==> src/rtl/serial_pkg.sv <==
// Shared definitions for the serial link blocks (serialin / serialout).
// Holds the data width of one serial frame and the receiver/transmitter
// state type, so both ends of the link agree on them.
package serial_pkg;

    // Bits per serial frame (one byte, sent LSB first).
    localparam int SER_DATA_W = 8;

    // IDLE: no bits of the current frame seen yet.
    // SHIFT: between 1 and SER_DATA_W-1 bits collected.
    typedef enum logic {
        IDLE  = 1'b0,
        SHIFT = 1'b1
    } ser_state_t;

endpackage

==> src/rtl/serialin_if.sv <==
// Bus bundle between a serial receiver and its surroundings.
//   sclk, sdata : serial clock/data from the transmitter (async to clk)
//   data_out    : received byte
//   valid/ready : byte handshake, transfer when both are high
//   overrun     : sticky, a completed byte was dropped
//   frame_err   : one-cycle pulse, partial frame discarded by timeout
// Modports: slave = receiver side, master = transmitter/consumer side.
interface serialin_if;
    import serial_pkg::*;

    logic                  sclk;
    logic                  sdata;
    logic [SER_DATA_W-1:0] data_out;
    logic                  valid;
    logic                  ready;
    logic                  overrun;
    logic                  frame_err;

    modport slave (
        input  sclk, sdata, ready,
        output data_out, valid, overrun, frame_err
    );

    modport master (
        output sclk, sdata, ready,
        input  data_out, valid, overrun, frame_err
    );

endinterface

==> src/rtl/sync_ff.sv <==
// Multi-flop synchronizer for one asynchronous bit.
//   clk : destination clock
//   rst : asynchronous active-high reset, clears every stage to 0
//   d   : asynchronous input
//   q   : synchronized output, STAGES clk cycles behind d
// STAGES must be at least 2 (checked by the instantiating block).
module sync_ff #(
    parameter int STAGES = 2
) (
    input  logic clk,
    input  logic rst,
    input  logic d,
    output logic q
);

    logic [STAGES-1:0] chain;

    // NOTE: state is updated with non-blocking assignments so every flop
    // samples the value from before the edge, giving a true shift chain.
    always_ff @(posedge clk or posedge rst) begin
        if (rst) begin
            chain <= '0;
        end else begin
            chain <= {chain[STAGES-2:0], d};
        end
    end

    assign q = chain[STAGES-1];

endmodule

==> src/rtl/serialin.sv <==
// Serial-to-parallel receiver for the serialout link.
// sclk and sdata are synchronized into clk, a falling sclk edge samples
// sdata, and 8 bits (LSB first) form a byte presented on a valid/ready
// handshake.
//   clk : system clock, all logic on its rising edge
//   rst : asynchronous active-high reset
//   bus : serialin_if.slave (sclk, sdata, ready in; data_out, valid,
//         overrun, frame_err out)
// Optional feature: define SERIALIN_TIMEOUT_EN to discard a partial frame
// after TIMEOUT_CYCLES clk cycles without an sclk falling edge; without it
// frame_err is tied low and a partial frame waits indefinitely.
module serialin
    import serial_pkg::*;
#(
    parameter int TIMEOUT_CYCLES = 4096,
    parameter int SYNC_STAGES    = 2
) (
    input logic       clk,
    input logic       rst,
    serialin_if.slave bus
);

    if (SYNC_STAGES < 2 || TIMEOUT_CYCLES < 1) begin : g_param_check
        $error("serialin: SYNC_STAGES must be >= 2 and TIMEOUT_CYCLES >= 1");
    end

    localparam logic [2:0] LAST_BIT = 3'(SER_DATA_W - 1);

    logic                  sclk_s;
    logic                  sdata_s;
    logic                  sclk_prev;
    logic                  fall;
    logic                  timeout_hit;
    logic                  byte_done;
    logic                  handshake;
    ser_state_t            state;
    ser_state_t            state_next;
    logic [2:0]            bit_cnt;
    logic [2:0]            bit_cnt_next;
    logic [SER_DATA_W-1:0] shreg;
    logic [SER_DATA_W-1:0] data_q;
    logic                  valid_q;
    logic                  overrun_q;

    sync_ff #(.STAGES(SYNC_STAGES)) u_sync_sclk (
        .clk (clk),
        .rst (rst),
        .d   (bus.sclk),
        .q   (sclk_s)
    );

    sync_ff #(.STAGES(SYNC_STAGES)) u_sync_sdata (
        .clk (clk),
        .rst (rst),
        .d   (bus.sdata),
        .q   (sdata_s)
    );

    // Falling edge of the synchronized serial clock; at most one per cycle.
    assign fall      = sclk_prev & ~sclk_s;
    assign handshake = valid_q & bus.ready;

    // Frame FSM state register.
    always_ff @(posedge clk or posedge rst) begin
        if (rst) begin
            state   <= IDLE;
            bit_cnt <= '0;
        end else begin
            state   <= state_next;
            bit_cnt <= bit_cnt_next;
        end
    end

    // NOTE: every output of this block gets a default first, so no path
    // leaves a signal unassigned and no latch is inferred.
    always_comb begin
        state_next   = state;
        bit_cnt_next = bit_cnt;
        byte_done    = 1'b0;
        if (timeout_hit) begin
            state_next   = IDLE;
            bit_cnt_next = '0;
        end
        if (fall) begin
            if (timeout_hit || state == IDLE) begin
                // An edge coinciding with a timeout starts a fresh frame.
                state_next   = SHIFT;
                bit_cnt_next = 3'd1;
            end else if (bit_cnt == LAST_BIT) begin
                state_next   = IDLE;
                bit_cnt_next = '0;
                byte_done    = 1'b1;
            end else begin
                bit_cnt_next = bit_cnt + 3'd1;
            end
        end
    end

    // Shift register and output byte holding stage.
    always_ff @(posedge clk or posedge rst) begin
        if (rst) begin
            sclk_prev <= 1'b0;
            shreg     <= '0;
            data_q    <= '0;
            valid_q   <= 1'b0;
            overrun_q <= 1'b0;
        end else begin
            sclk_prev <= sclk_s;
            if (fall) begin
                shreg <= {sdata_s, shreg[SER_DATA_W-1:1]};
            end
            // A completed byte loads only into an empty or draining slot.
            if (byte_done && (!valid_q || handshake)) begin
                data_q  <= {sdata_s, shreg[SER_DATA_W-1:1]};
                valid_q <= 1'b1;
            end else if (handshake) begin
                valid_q <= 1'b0;
            end
            if (byte_done && valid_q && !handshake) begin
                overrun_q <= 1'b1;
            end else if (handshake) begin
                overrun_q <= 1'b0;
            end
        end
    end

`ifdef SERIALIN_TIMEOUT_EN
    localparam int TO_W = $clog2(TIMEOUT_CYCLES + 1);

    logic [TO_W-1:0] to_cnt;
    logic            frame_err_q;

    assign timeout_hit = (state == SHIFT) && (to_cnt == TO_W'(TIMEOUT_CYCLES));

    // Idle-time counter: cleared by any edge and outside SHIFT, saturating.
    always_ff @(posedge clk or posedge rst) begin
        if (rst) begin
            to_cnt      <= '0;
            frame_err_q <= 1'b0;
        end else begin
            frame_err_q <= timeout_hit;
            if (fall || state != SHIFT) begin
                to_cnt <= '0;
            end else if (!timeout_hit) begin
                to_cnt <= to_cnt + TO_W'(1);
            end
        end
    end

    assign bus.frame_err = frame_err_q;
`else
    assign timeout_hit   = 1'b0;
    assign bus.frame_err = 1'b0;
`endif

    assign bus.data_out = data_q;
    assign bus.valid    = valid_q;
    assign bus.overrun  = overrun_q;

endmodule

==> src/flat_wrapper.sv <==
// flat-port wrapper written by rule: the top's interface ports become plain ports
module serialin_flat import serial_pkg::*;
#(
    parameter int TIMEOUT_CYCLES = 4096,
    parameter int SYNC_STAGES    = 2
)
  (clk, rst, bus_sclk, bus_sdata, bus_ready, bus_data_out, bus_valid, bus_overrun, bus_frame_err);
  serialin_if bus_i ();
  input logic clk;
  input logic rst;
  input wire logic [$bits(bus_i.sclk)-1:0] bus_sclk;
  input wire logic [$bits(bus_i.sdata)-1:0] bus_sdata;
  input wire logic [$bits(bus_i.ready)-1:0] bus_ready;
  output wire logic [$bits(bus_i.data_out)-1:0] bus_data_out;
  output wire logic [$bits(bus_i.valid)-1:0] bus_valid;
  output wire logic [$bits(bus_i.overrun)-1:0] bus_overrun;
  output wire logic [$bits(bus_i.frame_err)-1:0] bus_frame_err;
  assign bus_i.sclk = bus_sclk;
  assign bus_i.sdata = bus_sdata;
  assign bus_i.ready = bus_ready;
  assign bus_data_out = bus_i.data_out;
  assign bus_valid = bus_i.valid;
  assign bus_overrun = bus_i.overrun;
  assign bus_frame_err = bus_i.frame_err;
  serialin #(.TIMEOUT_CYCLES(TIMEOUT_CYCLES), .SYNC_STAGES(SYNC_STAGES)) u_core (.clk(clk), .rst(rst), .bus(bus_i));
endmodule
==> config.mk <==
export PLATFORM = sky130hd
export DESIGN_NAME = serialin_flat
export DESIGN_NICKNAME = d
export VERILOG_FILES = /design/src/rtl/serial_pkg.sv /design/src/rtl/serialin_if.sv /design/src/rtl/sync_ff.sv /design/src/rtl/serialin.sv /design/src/flat_wrapper.sv
export SDC_FILE = /design/constraint.sdc
export NUM_CORES = 1
export LEC_CHECK = 0
export CAP_MARGIN = 20
export CORE_UTILIZATION = 50
export CTS_CLUSTER_DIAMETER = 50
export CTS_CLUSTER_SIZE = 14
export DETAILED_ROUTE_END_ITERATION = 12
export PLACE_DENSITY = 0.85
export SLEW_MARGIN = 25
export SYNTH_ARGS = -nofsm -noshare
export SYNTH_HDL_FRONTEND = slang
export SYNTH_HIERARCHICAL = 1
export SYNTH_SLANG_ARGS = --single-unit
==> constraint.sdc <==
create_clock -name clk -period 2.3 [get_ports clk]
set_input_delay 0.69 -clock clk [delete_from_list [all_inputs] [get_ports clk]]
set_output_delay 0.69 -clock clk [all_outputs]
set_load 0.02 [all_outputs]
==> run_results.csv <==
group,metric,value,unit
clock_network,clock_latency,320,ps
sta,fin_crit,2080,ps
clock_network,clock_path_buffers,2,
detailed_routing,wl_per_cell,11.7,um
placement,placed_cells,119,
synth,ys_top_cells_by_area,"dfrtp_1 65%, nand2_1 9.4%, mux2_2 9.0%, ha_1 2.5%, nand4b_4 2.4%",
global_route,grt_pass1_wl,2.61,mm
global_route,grt_usage,0.176,
global_route,grt_max_degree,23,
detailed_routing,avgViaCountPerCell,4.90,
cells_and_area,fin_cells,123,
setup_path,worstPathCellList,"clkdlybuf4s50_1",
sta,finalMaxSlewViolations,0,
sta,tightest_slew,762,ps
setup_path,crit_slowest_cell,"clkdlybuf4s50_1",
sta,setup_ws,223,ps
setup_path,slowest_delay,630,ps
cells_and_area,antennaDiodeCount,0,
global_route,first_global_vias,625,
global_route,antenna_found_initial,0,
detailed_routing,drtIter0Drc,6,
setup_path,path_class,"flop to output pin",
setup_path,critPathTopFamily,"buffers and inverters",
placement,place.gp.congestion,0.667,
detailed_routing,highest_layer,"met4",
status,status,"finished, final reports clean",
synth,synth_top_area_share,0.650,
sta,min_period_over_period,0.903,
sta,finalHoldViolations,0,
synth,synth_cell_types,19,
setup_path,path_buf_inv,1,
cells_and_area,fill_cells,138,
placement,place_ws,221,ps
sta,skew,9.64,ps
setup_path,cp-startpoint,"u_core/bus.valid$_DFFE_PP0P_",
cells_and_area,fin_util,0.675,
setup_path,ff2ff_setup_slack,590,ps
global_route,grt_remaining_overflow,0,
power_and_ir_drop,ir_worst_vdd,0.000637,V
die,core,1800,sq um
cells_and_area,multi_input_area,315,sq um
die,rows,15,
sta,max_slew_margin,0.491,
cells_and_area,drive_above_1_share,0.153,
clock_network,post_cts_buffers,0,
setup_path,start_kind,"flop",
sta,hold_ws,370,ps
detailed_routing,drc_errors,0,
sta,grt_setup_unrepaired,"no",
clock_network,cts-root-buf,"clkbuf_4",
sta,setup_tns,0,ps
clock_network,cts_tree,"yes",
die,die_x,46.7,um
die,ioPinCount,16,
setup_path,r2r-start,"u_core/bit_cnt[0]$_DFFE_PP0P_",
die,initial_core_util,0.556,
synth,synth_cells,82,
detailed_routing,wl,1.43,mm
placement,hpwl,1.02,mm
setup_path,crit_required,1610,ps
detailed_routing,first_pass_iters,6,
setup_path,crit_path_max_fanout,4,
setup_path,r2r-end,"u_core/bus.data_out[4]$_DFFE_PP0P_",
cells_and_area,num-nets-final,106,
synth,yosys_warnings,6,
die,dieArea,2180,sq um
setup_path,worstSetupPathDepth,1,
detailed_routing,met2WireLength,689,um
run,max_cap_viol_count,0,
detailed_routing,wl_met1,676,um
die,die-height,46.7,um
setup_path,ff2ff_path_depth,5,
synth,yosys.area.top_type,"dfrtp_1",
clock_network,cts_hold_buffers,0,
clock_network,numCtsBuffers,3,
cells_and_area,final-seq-area,651,sq um
synth,avgSynthCellArea,12.2,sq um
cells_and_area,area_growth,21.5,%
setup_path,end_kind,"output pin",
clock_network,clk_pin_slew,140,ps
synth,synth_fp_nets,89,
synth,synth-edff-count,0,
clock_network,cts_sinks,26,
synth,ys_seq_area_frac,0.650,
sta,setup_viol,0,
power_and_ir_drop,cellPowerDensity,1030,nW/um^2
setup_path,endpoint,"bus_valid",
clock_network,cts_resized,0,
placement,io_buffers,14,
synth,yosys_register_bits,26,
detailed_routing,dr_wl_met3,55,um
synth,synthArstFlopShare,1.00,
sta,fmax,481,MHz
power_and_ir_drop,p_leak,0.599,nW
synth,synth_ff_type,"dfrtp_1",
synth,synth_most_common_cell,"dfrtp_1",
setup_path,crit_arrival,1390,ps
detailed_routing,vias,603,
clock_network,cts_max_level,1,
worst_hold_path,hp-class,"flop to flop",
synth,synth_top_cells_by_count,"26 x dfrtp_1, 25 x nand2_1, 8 x mux2_2, 5 x inv_1",
synth,syn-cell-area,1000,sq um
detailed_routing,ant_nets,0,
## layer usage
layer  vias up  track usage
li1        296            -
met3         2       0.0462
met4         0       0.0857
met1       293        0.215
met2        12        0.292
met5         -            0
## logic make-up after synthesis
| group | synth area share |
|---|---|
| other | 0.00375 |
| and+or+nand+nor | 0.144 |
| DFF | 0.650 |
| AOI/OAI and AO/OA | 0.0525 |
| buffers and inverters | 0.0350 |
| muxes | 0.0900 |
| adders and majority gates | 0.0250 |
## cells in the final DEF, fill, tap and decap left out
cell | netlist | routed
mux2_2 | 8 | 8
clkdlybuf4s50_1 | 0 | 14
o211ai_1 | 1 | 1
a21oi_4 | 1 | 1
o21ai_0 | 1 | 1
nor2b_1 | 1 | 1
conb_1 | 1 | 1
dfrtp_1 | 26 | 26
ha_1 | 2 | 2
nand2_1 | 25 | 25
inv_1 | 5 | 5
buf_4 | 1 | 1
clkbuf_4 | 0 | 3
nand3_1 | 2 | 2
a2bb2oi_1 | 1 | 1
bufinv_16 | 0 | 1
nand2b_1 | 1 | 1
nand4b_4 | 1 | 1
o21a_1 | 2 | 2
nor2_1 | 1 | 1
## through the flow
step / instance area (sq um) / power, mW
floorplan: 1000 / 0.816
global placement: 1160 / 0.944
detailed placement: 1160 / 0.963
CTS: 1220 / 1.27
global route: 1220 / 1.34
finish: 1220 / 1.25
## final cells by class
class / count / share of cell area
clock buffers: 3 / 0.0185
clock inverters: 1 / 0.0247
inverters: 5 / 0.0154
multi-input cells: 48 / 0.259
flip-flops and latches: 26 / 0.535
well taps: 25 / 0.0257
repair buffers: 15 / 0.121
## power breakdown
group | total [mW] | internal, mW | switching, mW
Clock | 0.304 | 0.176 | 0.128
Sequential | 0.624 | 0.559 | 0.0653
Combinational | 0.324 | 0.169 | 0.155
## worst min-delay path by stage
stage | start | end | slack (ps) | depth (start not counted)
after CTS | u_core/u_sync_sclk/chain[0]$_DFF_PP0_ | u_core/u_sync_sclk/chain[1]$_DFF_PP0_ | 380 | 0
after detailed placement | u_core/u_sync_sdata/chain[0]$_DFF_PP0_ | u_core/u_sync_sdata/chain[1]$_DFF_PP0_ | 340 | 0
after floorplan | u_core/u_sync_sclk/chain[0]$_DFF_PP0_ | u_core/u_sync_sclk/chain[1]$_DFF_PP0_ | 330 | 0
after global routing | u_core/u_sync_sdata/chain[0]$_DFF_PP0_ | u_core/u_sync_sdata/chain[1]$_DFF_PP0_ | 380 | 0
after global placement | u_core/u_sync_sclk/chain[0]$_DFF_PP0_ | u_core/u_sync_sclk/chain[1]$_DFF_PP0_ | 340 | 0
final | u_core/u_sync_sdata/chain[0]$_DFF_PP0_ | u_core/u_sync_sdata/chain[1]$_DFF_PP0_ | 370 | 0
## registers in the layout, summed over array words and instances (netlist names)
register and cells:
u_core/state 1, u_core/u_sync_sclk/chain 2, u_core/bus.overrun 1, u_core/sclk_prev 1
u_core/bit_cnt 3, u_core/bus.valid 1, u_core/u_sync_sdata/chain 2, u_core/bus.data_out 8
u_core/shreg 7
No activity file was read; power rests on OpenSTA's default activity.
